**src/rtl/fp_addsub_pipe_if.sv**
```systemverilog
// Operand/result handshake bundle for the pipelined IEEE-754 adder/subtractor.
// slave is the adder side, master is the operand source / result sink side.
interface fp_addsub_pipe_if #(
  parameter int unsigned EXP_W = 8,
  parameter int unsigned MAN_W = 23
);
  localparam int unsigned W = 1 + EXP_W + MAN_W;

  logic         i_valid;
  logic         o_ready;
  logic         i_op;
  logic [W-1:0] i_a;
  logic [W-1:0] i_b;
  logic         o_valid;
  logic         i_ready;
  logic [W-1:0] o_res;
  logic [3:0]   o_flags;

  modport master (
    output i_valid, i_op, i_a, i_b, i_ready,
    input  o_ready, o_valid, o_res, o_flags
  );

  modport slave (
    input  i_valid, i_op, i_a, i_b, i_ready,
    output o_ready, o_valid, o_res, o_flags
  );
endinterface

```
**src/rtl/fp_addsub_pipe.sv**
```systemverilog
// 3-stage pipelined IEEE-754 add/sub: unpack/align, add, normalise/round.
// Round-to-nearest-even, subnormal results flushed to signed zero.
module fp_addsub_pipe #(
  parameter int unsigned EXP_W = 8,
  parameter int unsigned MAN_W = 23
) (
  input  logic            i_clk,
  input  logic            i_rst_n,
  fp_addsub_pipe_if.slave bus
);
  localparam int unsigned W   = 1 + EXP_W + MAN_W;
  localparam int unsigned DW  = MAN_W + 4;          // hidden + fraction + G/R/S
  localparam int unsigned SW  = MAN_W + 5;          // DW plus carry-out
  localparam int unsigned EW  = EXP_W + 1;
  localparam int unsigned LZW = $clog2(DW + 1);

  localparam logic [EXP_W-1:0] EXP_ONES = '1;
  localparam logic [EW-1:0]    EXP_MAX  = EW'(EXP_ONES);
  localparam logic [W-1:0]     QNAN     = {1'b0, EXP_ONES, 1'b1, {(MAN_W-1){1'b0}}};

  function automatic logic [LZW-1:0] lzc(input logic [DW-1:0] v);
    logic [LZW-1:0] n;
    logic           found;
    n     = '0;
    found = 1'b0;
    for (int i = DW - 1; i >= 0; i--) begin
      if (!found) begin
        if (v[i]) found = 1'b1;
        else      n = n + LZW'(1);
      end
    end
    return n;
  endfunction

  // Pipeline state
  logic             s1_valid_q, s1_valid_d;
  logic             s1_sign_q, s1_sign_d;
  logic [EXP_W-1:0] s1_exp_q, s1_exp_d;
  logic [DW-1:0]    s1_man_l_q, s1_man_l_d;
  logic [DW-1:0]    s1_man_s_q, s1_man_s_d;
  logic             s1_sub_q, s1_sub_d;
  logic             s1_nan_q, s1_nan_d;
  logic             s1_inf_q, s1_inf_d;
  logic             s1_inf_sign_q, s1_inf_sign_d;

  logic             s2_valid_q, s2_valid_d;
  logic             s2_sign_q, s2_sign_d;
  logic [EXP_W-1:0] s2_exp_q, s2_exp_d;
  logic [SW-1:0]    s2_sum_q, s2_sum_d;
  logic             s2_sub_q, s2_sub_d;
  logic             s2_nan_q, s2_nan_d;
  logic             s2_inf_q, s2_inf_d;
  logic             s2_inf_sign_q, s2_inf_sign_d;

  logic             out_valid_q, out_valid_d;
  logic [W-1:0]     out_res_q, out_res_d;
  logic [3:0]       out_flags_q, out_flags_d;

  logic             advance;

  // Stage 1 temporaries
  logic             a_sign, b_sign, a_nan, b_nan, a_inf, b_inf, a_ge;
  logic [EXP_W-1:0] a_exp, b_exp, l_exp, s_exp, l_eexp, s_eexp, diff;
  logic [MAN_W-1:0] a_frac, b_frac, l_frac, s_frac;
  logic [MAN_W:0]   l_man, s_man;
  logic [2*DW-1:0]  wide;
  logic [DW-1:0]    s_align;

  // Stage 3 temporaries
  logic             carry, uflow, rnd_inc, inexact;
  logic [DW-1:0]    m0, m;
  logic [LZW-1:0]   lz;
  logic [EW-1:0]    e, e_r;
  logic [MAN_W+1:0] mant_r;
  logic [MAN_W-1:0] frac;

  assign advance     = !out_valid_q || bus.i_ready;
  assign bus.o_ready = advance;
  assign bus.o_valid = out_valid_q;
  assign bus.o_res   = out_res_q;
  assign bus.o_flags = out_flags_q;

  always_comb begin
    s1_valid_d = s1_valid_q;   s1_sign_d = s1_sign_q;   s1_exp_d = s1_exp_q;
    s1_man_l_d = s1_man_l_q;   s1_man_s_d = s1_man_s_q; s1_sub_d = s1_sub_q;
    s1_nan_d = s1_nan_q;       s1_inf_d = s1_inf_q;     s1_inf_sign_d = s1_inf_sign_q;
    s2_valid_d = s2_valid_q;   s2_sign_d = s2_sign_q;   s2_exp_d = s2_exp_q;
    s2_sum_d = s2_sum_q;       s2_sub_d = s2_sub_q;     s2_nan_d = s2_nan_q;
    s2_inf_d = s2_inf_q;       s2_inf_sign_d = s2_inf_sign_q;
    out_valid_d = out_valid_q; out_res_d = out_res_q;   out_flags_d = out_flags_q;

    // Stage 1: unpack, order by magnitude, align the smaller operand
    a_sign = bus.i_a[W-1];
    a_exp  = bus.i_a[W-2 -: EXP_W];
    a_frac = bus.i_a[MAN_W-1:0];
    b_sign = bus.i_b[W-1] ^ bus.i_op;
    b_exp  = bus.i_b[W-2 -: EXP_W];
    b_frac = bus.i_b[MAN_W-1:0];
    a_nan  = (a_exp == EXP_ONES) && (a_frac != '0);
    b_nan  = (b_exp == EXP_ONES) && (b_frac != '0);
    a_inf  = (a_exp == EXP_ONES) && (a_frac == '0);
    b_inf  = (b_exp == EXP_ONES) && (b_frac == '0);
    a_ge   = {a_exp, a_frac} >= {b_exp, b_frac};
    l_exp  = a_ge ? a_exp  : b_exp;
    s_exp  = a_ge ? b_exp  : a_exp;
    l_frac = a_ge ? a_frac : b_frac;
    s_frac = a_ge ? b_frac : a_frac;
    l_eexp = (l_exp == '0) ? EXP_W'(1) : l_exp;
    s_eexp = (s_exp == '0) ? EXP_W'(1) : s_exp;
    l_man  = {l_exp != '0, l_frac};
    s_man  = {s_exp != '0, s_frac};
    diff   = l_eexp - s_eexp;
    wide   = '0;
    if (32'(diff) >= MAN_W + 3) begin
      s_align = {{(DW-1){1'b0}}, |s_man};
    end else begin
      wide    = {s_man, 3'b000, {DW{1'b0}}} >> diff;
      s_align = wide[2*DW-1:DW] | {{(DW-1){1'b0}}, |wide[DW-1:0]};
    end

    // Stage 3: normalise, round, pack
    carry = s2_sum_q[SW-1];
    m0    = s2_sum_q[DW-1:0];
    lz    = lzc(m0);
    uflow = 1'b0;
    m     = m0;
    e     = EW'(s2_exp_q);
    if (carry) begin
      m = {s2_sum_q[SW-1:2], s2_sum_q[1] | s2_sum_q[0]};
      e = EW'(s2_exp_q) + EW'(1);
    end else begin
      m = m0 << lz;
      if (EW'(lz) >= EW'(s2_exp_q)) uflow = 1'b1;
      else                          e = EW'(s2_exp_q) - EW'(lz);
    end
    rnd_inc = m[2] & (m[1] | m[0] | m[3]);
    inexact = |m[2:0];
    mant_r  = {1'b0, m[DW-1:3]} + (MAN_W+2)'(rnd_inc);
    if (mant_r[MAN_W+1]) begin
      frac = mant_r[MAN_W:1];
      e_r  = e + EW'(1);
    end else begin
      frac = mant_r[MAN_W-1:0];
      e_r  = e;
    end

    if (advance) begin
      s1_valid_d    = bus.i_valid;
      s1_sign_d     = a_ge ? a_sign : b_sign;
      s1_exp_d      = l_eexp;
      s1_man_l_d    = {l_man, 3'b000};
      s1_man_s_d    = s_align;
      s1_sub_d      = a_sign ^ b_sign;
      s1_nan_d      = a_nan | b_nan | (a_inf & b_inf & (a_sign ^ b_sign));
      s1_inf_d      = a_inf | b_inf;
      s1_inf_sign_d = a_inf ? a_sign : b_sign;

      s2_valid_d    = s1_valid_q;
      s2_sign_d     = s1_sign_q;
      s2_exp_d      = s1_exp_q;
      s2_sum_d      = s1_sub_q ? ({1'b0, s1_man_l_q} - {1'b0, s1_man_s_q})
                               : ({1'b0, s1_man_l_q} + {1'b0, s1_man_s_q});
      s2_sub_d      = s1_sub_q;
      s2_nan_d      = s1_nan_q;
      s2_inf_d      = s1_inf_q;
      s2_inf_sign_d = s1_inf_sign_q;

      out_valid_d   = s2_valid_q;
      if (s2_valid_q) begin
        if (s2_nan_q) begin
          out_res_d   = QNAN;
          out_flags_d = 4'b1000;
        end else if (s2_inf_q) begin
          out_res_d   = {s2_inf_sign_q, EXP_ONES, {MAN_W{1'b0}}};
          out_flags_d = 4'b0000;
        end else if (s2_sum_q == '0) begin
          // Exact cancellation is +0; like-signed zeros keep their sign
          out_res_d   = {s2_sign_q & ~s2_sub_q, {(W-1){1'b0}}};
          out_flags_d = 4'b0000;
        end else if (uflow) begin
          out_res_d   = {s2_sign_q, {(W-1){1'b0}}};
          out_flags_d = 4'b0011;
        end else if (e_r >= EXP_MAX) begin
          out_res_d   = {s2_sign_q, EXP_ONES, {MAN_W{1'b0}}};
          out_flags_d = 4'b0101;
        end else begin
          out_res_d   = {s2_sign_q, e_r[EXP_W-1:0], frac};
          out_flags_d = {3'b000, inexact};
        end
      end
    end
  end

  always_ff @(posedge i_clk or negedge i_rst_n) begin
    if (!i_rst_n) begin
      s1_valid_q <= 1'b0; s1_sign_q <= 1'b0; s1_exp_q <= '0; s1_man_l_q <= '0;
      s1_man_s_q <= '0;   s1_sub_q <= 1'b0;  s1_nan_q <= 1'b0; s1_inf_q <= 1'b0;
      s1_inf_sign_q <= 1'b0;
      s2_valid_q <= 1'b0; s2_sign_q <= 1'b0; s2_exp_q <= '0; s2_sum_q <= '0;
      s2_sub_q <= 1'b0;   s2_nan_q <= 1'b0;  s2_inf_q <= 1'b0; s2_inf_sign_q <= 1'b0;
      out_valid_q <= 1'b0; out_res_q <= '0; out_flags_q <= '0;
    end else begin
      s1_valid_q <= s1_valid_d; s1_sign_q <= s1_sign_d; s1_exp_q <= s1_exp_d;
      s1_man_l_q <= s1_man_l_d; s1_man_s_q <= s1_man_s_d; s1_sub_q <= s1_sub_d;
      s1_nan_q <= s1_nan_d;     s1_inf_q <= s1_inf_d;     s1_inf_sign_q <= s1_inf_sign_d;
      s2_valid_q <= s2_valid_d; s2_sign_q <= s2_sign_d; s2_exp_q <= s2_exp_d;
      s2_sum_q <= s2_sum_d;     s2_sub_q <= s2_sub_d;   s2_nan_q <= s2_nan_d;
      s2_inf_q <= s2_inf_d;     s2_inf_sign_q <= s2_inf_sign_d;
      out_valid_q <= out_valid_d; out_res_q <= out_res_d; out_flags_q <= out_flags_d;
    end
  end
endmodule
```
**src/flat_wrapper.sv**
```systemverilog
// flat-port wrapper written by rule: the top's interface ports become plain ports
module fp_addsub_pipe_flat 
#(
  parameter int unsigned EXP_W = 8,
  parameter int unsigned MAN_W = 23
)
  (i_clk, i_rst_n, bus_i_valid, bus_i_op, bus_i_a, bus_i_b, bus_i_ready, bus_o_ready, bus_o_valid, bus_o_res, bus_o_flags);
  fp_addsub_pipe_if #(.EXP_W(EXP_W), .MAN_W(MAN_W)) bus_i ();
  input  logic i_clk;
  input  logic i_rst_n;
  input wire logic [$bits(bus_i.i_valid)-1:0] bus_i_valid;
  input wire logic [$bits(bus_i.i_op)-1:0] bus_i_op;
  input wire logic [$bits(bus_i.i_a)-1:0] bus_i_a;
  input wire logic [$bits(bus_i.i_b)-1:0] bus_i_b;
  input wire logic [$bits(bus_i.i_ready)-1:0] bus_i_ready;
  output wire logic [$bits(bus_i.o_ready)-1:0] bus_o_ready;
  output wire logic [$bits(bus_i.o_valid)-1:0] bus_o_valid;
  output wire logic [$bits(bus_i.o_res)-1:0] bus_o_res;
  output wire logic [$bits(bus_i.o_flags)-1:0] bus_o_flags;
  assign bus_i.i_valid = bus_i_valid;
  assign bus_i.i_op = bus_i_op;
  assign bus_i.i_a = bus_i_a;
  assign bus_i.i_b = bus_i_b;
  assign bus_i.i_ready = bus_i_ready;
  assign bus_o_ready = bus_i.o_ready;
  assign bus_o_valid = bus_i.o_valid;
  assign bus_o_res = bus_i.o_res;
  assign bus_o_flags = bus_i.o_flags;
  fp_addsub_pipe #(.EXP_W(EXP_W), .MAN_W(MAN_W)) u_core (.i_clk(i_clk), .i_rst_n(i_rst_n), .bus(bus_i));
endmodule
```
**config.mk**
```make
export PLATFORM = sky130hd
export DESIGN_NAME = fp_addsub_pipe_flat
export DESIGN_NICKNAME = d
export VERILOG_FILES = /design/src/rtl/fp_addsub_pipe_if.sv /design/src/rtl/fp_addsub_pipe.sv /design/src/flat_wrapper.sv
export SDC_FILE = /design/constraint.sdc
export NUM_CORES = 1
export LEC_CHECK = 0
export CAP_MARGIN = 20
export CORE_MARGIN = 1.5
export CORE_UTILIZATION = 50
export DETAILED_ROUTE_END_ITERATION = 12
export GPL_ROUTABILITY_DRIVEN = 0
export HOLD_SLACK_MARGIN = 0.12
export PLACE_DENSITY_LB_ADDON = 0.15
export SYNTH_ARGS = -nofsm -noshare
export SYNTH_HDL_FRONTEND = slang
export SYNTH_SLANG_ARGS = --single-unit
```
**constraint.sdc**
```tcl
create_clock -name i_clk -period 26 [get_ports i_clk]
set_input_delay 3.9 -clock i_clk [delete_from_list [all_inputs] [get_ports i_clk]]
set_output_delay 3.9 -clock i_clk [all_outputs]
set_load 0.02 [all_outputs]
```
# Yosys cells after proc, flatten, opt, wreduce, memory -nomap -nowiden
# Index checks and enable logic that the tools add are counted.
[word_totals]
ff_bits = 144
input_bits = 69
[classes]
order_cmp = 4
n_shift = 2
mux = 131
add_sub_neg = 33
n_bitwise = 14
n_eq_ne = 2
n_reduce_logical = 19
[ops]
columns = ["op", "count"]
rows = [
  ["$mux W5", 52],
  ["$add A5 B1 Y5 const B", 25],
  ["$mux W32", 3],
  ["$mux W23", 3],
  ["$mux W31", 2],
  ["$mux W1", 56],
  ["$mux W27", 2],
  ["$shr A54 B8 Y54", 1],
  ["$logic_not A23 Y1", 2],
  ["$reduce_bool A23 Y1", 2],
  ["$mux W8", 4],
  ["$ge A31 B31 Y1", 1],
  ["$add A27 B27 Y28", 1],
  ["$logic_not A28 Y1", 1],
  ["$mux W28", 1],
  ["$sub A27 B27 Y28", 1],
  ["$mux W9", 3],
  ["$or A27 B1 Y27", 1],
  ["$reduce_or A27 Y1", 1],
  ["$shl A27 B5 Y27", 1],
  ["$add A24 B1 Y25", 1],
  ["$reduce_or A24 Y1", 1],
  ["$eq A8 B8 Y1 const B", 2],
  ["$logic_not A8 Y1", 2],
  ["other kinds (20)", 36],
]

# Depth between registers and ports, before layout
# Gate-level depths: netlist of the first run.
[logic_depth]
ltp_word = 92
ltp_mapped = 88
mapped_depth_nobuf = 83

# Least setup slack after synthesis of the first run
# OpenSTA, ideal clock, no wires.
[synth_timing]
path_kind = "flip-flop to flip-flop"
from = "register u_core.s2_sum_q[25]"
to = "register u_core.out_res_q[10], in the netlist u_core.bus.o_res[10]"
t_required_ns = 25.873
synth_period_minus_slack_ns = 16.754
stages_incl_launch_ff = 88
path_buffers = 5
slack_ns = 9.246
arrival_time_ns = 16.627
path_cell_list = "dfrtp_1 > buf_2 > or2_1 > buf_2 > inv_1 > ha_1 > nor3_1 > nor2_1 > ha_1 > nor2b_1 > o21ai_0 > nand3_1 > nand2_1 > ha_1 > a2111oi_0 > a22o_1 > a21oi_1 > ha_1 > [52 not listed] > nor2b_1 > o21ai_0 > a21oi_1 > o21ai_0 > a32oi_1 > or4_1 > clkbuf_1 > nand3_1 > o31ai_1 > a21oi_1 > ha_1 > nand3_1 > or3b_2 > o21ai_0 > a311oi_4 > o31ai_4 > o21bai_4 > o21ai_2"
[synth_between]
elab_chain_len = 90
word_cells_on_any_way = 125
cone_classes = "28 x add/sub; 2 x order compare; 1 x shift; 90 x mux; 3 x bitwise; 1 x reduce/logical"
[synth_lines]
columns = ["item", "line_no", "text"]
rows = [
  ["start, declared", "fp_addsub_pipe.sv:49", "logic [SW-1:0] s2_sum_q, s2_sum_d;"],
  ["start signal, assigned", "fp_addsub_pipe.sv:207", "s2_sum_q <= s2_sum_d; s2_sub_q <= s2_sub_d; s2_nan_q <= s2_nan_d;"],
  ["$mux W5", "fp_addsub_pipe.sv:28", "if (v[i]) found = 1'b1;"],
  ["$mux W5", "fp_addsub_pipe.sv:27", "if (!found) begin"],
  ["$add A5 B1 Y5", "fp_addsub_pipe.sv:29", "else n = n + LZW'(1);"],
  ["$mux W5", "fp_addsub_pipe.sv:28", ""],
  ["$mux W5", "fp_addsub_pipe.sv:27", ""],
  ["$add A5 B1 Y5", "fp_addsub_pipe.sv:29", ""],
  ["$mux W5", "fp_addsub_pipe.sv:28", ""],
  ["$mux W5", "fp_addsub_pipe.sv:27", ""],
  ["[74 not listed]", "n/a", ""],
  ["$add A24 B1 Y25", "fp_addsub_pipe.sv:138", "mant_r = {1'b0, m[DW-1:3]} + (MAN_W+2)'(rnd_inc);"],
  ["$mux W9", "fp_addsub_pipe.sv:139", "if (mant_r[MAN_W+1]) begin"],
  ["$ge A9 B8 Y1", "fp_addsub_pipe.sv:183", "end else if (e_r >= EXP_MAX) begin"],
  ["$mux W31", "fp_addsub_pipe.sv:183", ""],
  ["$mux W31", "fp_addsub_pipe.sv:180", "end else if (uflow) begin"],
  ["$mux W32 (*)", "fp_addsub_pipe.sv:176", "end else if (s2_sum_q == '0) begin"],
  ["$mux W32 (*)", "fp_addsub_pipe.sv:173", "end else if (s2_inf_q) begin"],
  ["$mux W32 (*)", "fp_addsub_pipe.sv:170", "if (s2_nan_q) begin"],
  ["end signal, assigned", "fp_addsub_pipe.sv:209", "out_valid_q <= out_valid_d; out_res_q <= out_res_d; out_flags_q <= out_flags_d;"],
  ["end, declared", "fp_addsub_pipe.sv:56", "logic [W-1:0] out_res_q, out_res_d;"],
]
# Every way passes the cells marked *; elsewhere a longest branch is shown, timed or not.
# A chain may end at the register's enable or synchronous reset.

# Worst setup path in the final report of the first run
[layout_timing]
from = "register u_core.s2_sum_q[25]"
to = "register u_core.out_res_q[4], in the netlist u_core.bus.o_res[4]"
# The elaborated chain is that of the path after synthesis.

==> key figures, run 1 <==
Worst setup path
  – CP required: 26.33 ns
  – Worst setup SP type: register
  – Critical Path Max Stage Delay: 0.66 ns
  – CP max FO: 27
  – CP max-delay cell: or4_1
  – Crit Path Category: reg -> reg
  – Element type at the critical path end: register
  – Worst Path Arrival: 18.49 ns
  – Critical Path Most Common Cell: ha_1
  – Cells on worst reg2reg path: 83

STA
  – Final hold slack: 0.472 ns
  – Fin. max-slew vios: 0
  – Final min period: 18.16 ns
  – Slew HR: 24.6%
  – Final hold vios: 0
  – Period utilisation layout: 69.8%
  – Clock Skew: 0.0132 ns
  – Final Worst Setup Slack: 7.84 ns
  – Fmax: 0.0551 GHz
  – Worst Max-Slew Pin Slew: 1.12 ns
  – Setup Total Neg Slack: 0 ns
  – Count of final setup violators: 0
  – RSZ-0062 raised after global routing: no

Global routing
  – Vias in the first global route: 16,100
  – First-pass GRT wire length: 83.0 mm
  – Gr ovfl total: 0
  – Initial antenna violation count: 0
  – Gr usage total: 28.6%
  – Pin count of the biggest net entering global routing: 115

Synth
  – Yosys top cell area share: 21.0%
  – Post-Synthesis Cell Area: 17,200 sq um
  – Unique masters post-synth: 106
  – Syn Inst Count: 2,219
  – Synth top area cells: dfrtp_1 21%, ha_1 8.6%, nand2_1 7.1%
  – Post-synth net total: 2,409
  – Synth area leader: dfrtp_1
  – Number of synthesized flops with an enable pin: 0
  – Mean Syn Cell Area: 7.73 sq um
  – Yosys reg bits: 144
  – Asr flop ratio synth: 100%
  – Synth Flop Type: dfrtp_1
  – Proportion of synthesized chip area in sequential cells: 21.0%
  – Yosys warning count: 0

Finish
  – Synth-to-layout area growth: 11.6%
  – Post-Layout Inst Area: 19,100 sq um
  – Fin nets: 2,431
  – FF+latch area: 3600 sq um
  – Fin util: 57.0%
  – Multi-input gate area in the final layout: 12,600 sq um
  – Layout cell share with drive strength beyond 1: 7.50%
  – FILL cells: 3,149
  – Antenna diodes: 0
  – Commonest non-fill, non-tap cell in the layout: nand2_1
  – Final Instance Count excl. Fillers: 2,702
  – Most frequent cells in the layout: 324 x nand2_1, 166 x nor2_1, 160 x a21oi_1, 143 x dfrtp_1, 141 x o21ai_0

Detailed routing
  – Via Count: 16,800
  – DR pass1 iterations: 6
  – DRC errors left: 0
  – DR iter-0 viols: 1,450
  – Vias/cell: 6.20
  – WL/cell: 18.7 microns
  – Antenna Nets Post-Route: 0
  – Wirelength, routed: 50.4 mm

Floorplanning
  – Io pins: 107
  – Die span in x: 188 microns
  – FP Rows: 67
  – Initial core utilization: 51.0%
  – Core area: 33,600 sq um
  – Die Area: 35,400 sq um
  – Die Y: 188 microns

Clock network
  – CTS buffer count: 17
  – Post-CTS Setup Repair Bufs: 0
  – Clk slew on worst S/H paths: 0.07 ns
  – H-Tree Depth: 4
  – Clock root buffer: clkbuf_16
  – Cts repair resizes: 0
  – CTS tree: yes
  – CTS max path bufs: 2
  – Worst-skew pair later-pin latency: 0.45 ns
  – Hold buffer count at CTS: 0
  – # clock sinks: 144

Placed design
  – Pre-CTS WS: 8.25 ns
  – DPL Wire Length: 38.6 mm
  – Count of input and output buffers: 106
  – DP Cell Count: 2,668
  – Cell Area, Placed: 18,500 sq um

Min path
  – Hold Path Class: reg -> reg
  – Worst Hold Depth: 2

Power and ir drop
  – Power Total: 2.16 mW
  – VDD IR max: 0.0499 mV
  – Power Dens Cells: 113 nW/um^2
  – P_leak: 8.20 nW

Run status
  – Status: finished, final reports clean

Run
  – Max-cap violation count: 0
-- cell type report --
class                   count  share of cell area, %
clock inverters            15                  0.974
clock buffers              17                   2.22
repair buffers            129                   6.66
multi-input cells        1820                   65.9
well taps                 448                   2.93
inverters                 129                   2.53
flip-flops and latches    144                   18.8
-- metal layers --
layer  part of all wire [%]  track usage [%]  vias up
li1                       -                -     8039
met2                     45             46.0      698
met3                    6.9             4.12      144
met1                     44             38.7     7879
met4                    3.6             11.8        0
met5                      0                0        -
-- worst max-delay path, delay by kind of cell (launching register included) --
family,cells,cell delay [ns]
compound gates,34,7.30
fa+ha+maj,15,4.60
buf+inv,5,0.81
flops,1,0.48
mux,3,0.45
simple gates,26,4.34
-- kinds of logic (layout without fill, tap and decap cells) --
group / after synthesis / count (layout) / share of synthesized area [%]
simple gates: 822 / 822 / 22.9
flops: 144 / 144 / 21.0
mux: 153 / 153 / 10.8
compound gates: 591 / 591 / 22.5
fa+ha+maj: 128 / 128 / 9.37
xor+xnor: 126 / 126 / 7.65
buf+inv: 255 / 290 / 5.75
-- state kept, by name, indices dropped and copies added, names as in the netlist, 4 cells and up --
signal              count
u_core.bus.o_res       32
u_core.s2_sum_q        28
u_core.s1_man_s_q      27
u_core.s1_man_l_q      24
u_core.s1_exp_q         8
u_core.s2_exp_q         8
u_core.bus.o_flags      4
-- Yosys cell counts (19+ instances only) --
master	n
o21ai_0	141
a21o_1	31
nor3_1	51
clkbuf_1	103
nor2_1	166
a31oi_1	21
dfrtp_1	144
nand4_1	22
ha_1	118
o21bai_1	26
a211oi_1	19
and3_1	21
a21oi_1	160
nand2b_1	28
nand3_1	57
mux2i_1	113
mux4_2	23
nor2b_1	27
xnor2_1	67
nand2_1	324
xor2_1	43
nor4_1	31
inv_1	124
-- final timing paths --
check | start | endpoint | slack, ns
worst max-delay path | u_core.s2_sum_q[25]$_DFFE_PN0N_ | u_core.bus.o_res[4]$_DFFE_PN0P_ | 7.84
worst min-delay path | u_core.s1_valid_q$_DFFE_PN0N_ | u_core.s1_valid_q$_DFFE_PN0N_ | 0.47
worst max register to register | u_core.s2_sum_q[25]$_DFFE_PN0N_ | u_core.bus.o_res[4]$_DFFE_PN0P_ | 7.84
worst min register to register | u_core.s1_valid_q$_DFFE_PN0N_ | u_core.s1_valid_q$_DFFE_PN0N_ | 0.47
max in group asynchronous | i_rst_n | u_core.bus.o_res[2]$_DFFE_PN0P_ | 21.55
min in group asynchronous | i_rst_n | u_core.s1_man_s_q[20]$_DFFE_PN0N_ | 3.43
-- power by group --
group / internal [mW] / switching [mW]
sequential: 0.297 / 0.144
clock: 0.130 / 0.121
combinational: 0.580 / 0.885
(Power assumes the default switching activity.)
==> inputs of run 2 (changes only) <==
- clock period: 26 -> 15.6 ns (I/O delays scaled with it)
==> key figures, run 2 (synthesis gave the netlist of run 1 again) <==
Global routing
  – Pin count of the biggest net entering global routing: 96 (was 115)
  – Gr usage total: 29.1% (was 28.6%)
  – Initial antenna violation count: 0 (unchanged)
  – Gr ovfl total: 0 (unchanged)
  – First-pass GRT wire length: 84.9 mm (was 83.0 mm)
  – Vias in the first global route: 16,300 (was 16,100)

Clock network
  – Hold buffer count at CTS: 0 (unchanged)
  – CTS max path bufs: 2 (unchanged)
  – # clock sinks: 144 (unchanged)
  – CTS buffer count: 17 (unchanged)
  – Clock root buffer: clkbuf_16 (unchanged)
  – Clk slew on worst S/H paths: 0.08 ns (was 0.07 ns)
  – H-Tree Depth: 4 (unchanged)
  – CTS tree: yes (unchanged)
  – Worst-skew pair later-pin latency: 0.44 ns (was 0.45 ns)

Worst setup path
  – R2R Path Start: u_core.s2_sum_q[26]$_DFFE_PN0N_ (was u_core.s2_sum_q[25]$_DFFE_PN0N_)
  – Worst Path Arrival: 15.53 ns (was 18.49 ns)
  – Critical Path Max Stage Delay: 0.59 ns (was 0.66 ns)
  – CP max FO: 10 (was 27)
  – Cells on worst reg2reg path: 82 (was 83)
  – End of the worst register-to-register path: u_core.bus.o_res[17]$_DFFE_PN0P_ (was u_core.bus.o_res[4]$_DFFE_PN0P_)
  – Critical Path Most Common Cell: ha_1 (unchanged)
  – CP required: 15.92 ns (was 26.33 ns)
  – Worst setup SP type: register (unchanged)
  – Worst reg2reg setup slack: 0.39 ns (was 7.84 ns)
  – Element type at the critical path end: register (unchanged)
  – Crit Path Category: reg -> reg (unchanged)
  – CP max-delay cell: or4_4 (was or4_1)

Min path
  – Hold endpoint: u_core.s2_inf_q$_DFFE_PN0N_ (was u_core.s1_valid_q$_DFFE_PN0N_)
  – Hold Path Class: reg -> reg (unchanged)
  – Worst Hold Depth: 2 (unchanged)
  – Min-delay src: u_core.s1_inf_q$_DFFE_PN0N_ (was u_core.s1_valid_q$_DFFE_PN0N_)

Finish
  – Synth-to-layout area growth: 16.8% (was 11.6%)
  – Fin nets: 2,492 (was 2,431)
  – Most frequent cells in the layout: 317 x nand2_1, 163 x nor2_1, 152 x a21oi_1, 143 x dfrtp_1, 130 x o21ai_0 (was 324 x nand2_1, 166 x nor2_1, 160 x a21oi_1, 143 x dfrtp_1, 141 x o21ai_0)
  – Antenna diodes: 0 (unchanged)
  – Commonest non-fill, non-tap cell in the layout: nand2_1 (unchanged)
  – Max reg flops: 32 (unchanged)
  – Layout cell share with drive strength beyond 1: 12.7% (was 7.50%)

Detailed routing
  – Antenna Nets Post-Route: 0 (unchanged)
  – Via Count: 17,300 (was 16,800)
  – DR iter-0 viols: 1,940 (was 1,450)
  – Wirelength, routed: 52.8 mm (was 50.4 mm)
  – WL/cell: 19.1 microns (was 18.7 microns)
  – DR pass1 iterations: 6 (unchanged)
  – Vias/cell: 6.25 (was 6.20)
  – DRC errors left: 0 (unchanged)

Power and ir drop
  – P_leak: 8.56 nW (was 8.20 nW)
  – Clock share of power: 10.6% (was 11.7%)
  – Sw frac: 52.4% (was 53.3%)
  – VDD IR max: 0.109 mV (was 0.0499 mV)
  – Switching power: 2.06 mW (was 1.15 mW)
  – Reg power frac: 18.4% (was 20.4%)
  – Power Dens Cells: 196 nW/um^2 (was 113 nW/um^2)
  – P_int: 1.87 mW (was 1.01 mW)
  – Combinational fraction of design power: 71.0% (was 67.9%)

Floorplanning
  – Io pins: 107 (unchanged)
  – Core area: 33,600 sq um (unchanged)
  – Die Y: 188 microns (unchanged)
  – FP Rows: 67 (unchanged)
  – Initial core utilization: 51.0% (unchanged)
  – Die Area: 35,400 sq um (unchanged)
  – Die span in x: 188 microns (unchanged)

Placed design
  – Pre-CTS WS: -0.470 ns (was 8.25 ns)
  – DPL Wire Length: 39.6 mm (was 38.6 mm)
  – Count of input and output buffers: 106 (unchanged)

STA
  – Final Worst Setup Slack: 0.393 ns (was 7.84 ns)
  – Fin. max-slew vios: 0 (unchanged)
  – Clock Skew: 0.0152 ns (was 0.0132 ns)
  – Count of final setup violators: 0 (unchanged)
  – RSZ-0062 raised after global routing: yes (was no)
  – Final min period: 15.21 ns (was 18.16 ns)
  – Worst Max-Slew Pin Slew: 1.09 ns (was 1.12 ns)
  – Fmax: 0.0658 GHz (was 0.0551 GHz)
  – Period utilisation layout: 97.5% (was 69.8%)
  – Slew HR: 27.2% (was 24.6%)
  – Final hold vios: 0 (unchanged)
  – Setup Total Neg Slack: 0 ns (unchanged)

Run
  – Max-cap violation count: 0 (unchanged)

Run status
  – Status: finished, final reports clean (unchanged)
==> run 2: layout make-up <==
| cell class | instances | area, sq um |
|---|---|---|
| clock inverter | 15 | 194 |
| sequential | 144 | 3600 |
| tap | 448 | 561 |
| clock buffer | 17 | 425 |
| fill | 2989 | 13600 |
| inverter | 129 | 487 |
| timing repair buffer | 190 | 1760 |
| multi-input combinational | 1820 | 13000 |
==> run 2: worst max-delay path: cells and delay by family, from the launching register on <==
family                   cells  cell delay, ns
AO/OA/AOI/OAI               31            5.40
adder cells (fa/ha/maj)     15            4.16
buffers and inverters        7            0.81
flip-flops                   1            0.39
multiplexers                 3            0.46
AND/OR/NAND/NOR             26            3.84
==> run 2: timing repair <==
item	in CTS	in global routing
buffers inserted	8	30
gates cloned	0	1
gates resized for setup	20	69
endpoints found under the setup margin	33	33
pin swaps	7	57
==> run 2: power groups by stage <==
stage	registers, mW	clock network, mW	logic (mW)
final	0.723	0.415	2.79
after global routing	0.737	0.437	3.02
after CTS	0.709	0.422	2.53
after detailed placement	0.713	0	2.48
after global placement	0.712	0	2.44
after floorplan	0.630	0	1.82
==> run 2: stage by stage <==
| step | utilization [%] | hold WS, ns | cells | power [mW] | cell area (sq um) |
|---|---|---|---|---|---|
| floorplan | - | 0.439 | 2219 | 2.45 | 17200 |
| finish | 59.6 | 0.472 | 2763 | 3.93 | 20000 |
| global route | 59.6 | 0.503 | 2763 | 4.19 | 20000 |
| CTS | 57.9 | 0.474 | 2733 | 3.66 | 19500 |
| global placement | 55.6 | 0.450 | 2693 | 3.15 | 18700 |
| detailed placement | 55.6 | 0.455 | 2693 | 3.19 | 18700 |
==> run 2: how the worst max path moves through the flow <==
stage	startpoint	end	slack (ns)
2_1_floorplan	u_core.s2_sum_q[25]$_DFFE_PN0N_	u_core.bus.o_res[10]$_DFFE_PN0P_	0.02
4_1_cts	u_core.s2_sum_q[25]$_DFFE_PN0N_	u_core.bus.o_res[17]$_DFFE_PN0P_	0.03
3_3_place_gp	u_core.s2_sum_q[25]$_DFFE_PN0N_	u_core.bus.o_res[2]$_DFFE_PN0P_	0.23
3_5_place_dp	u_core.s2_sum_q[25]$_DFFE_PN0N_	u_core.bus.o_res[2]$_DFFE_PN0P_	-0.47
6_report	u_core.s2_sum_q[26]$_DFFE_PN0N_	u_core.bus.o_res[17]$_DFFE_PN0P_	0.39
5_1_grt	u_core.s2_sum_q[26]$_DFFE_PN0N_	u_core.bus.o_res[9]$_DFFE_PN0P_	-0.34
==> run 2: routing by layer <==
metal / GRT usage (%) / routed length, microns
met5: 0 / 0
met2: 46.1 / 23500
met3: 3.99 / 3820
met1: 40.0 / 23400
met4: 11.9 / 2120
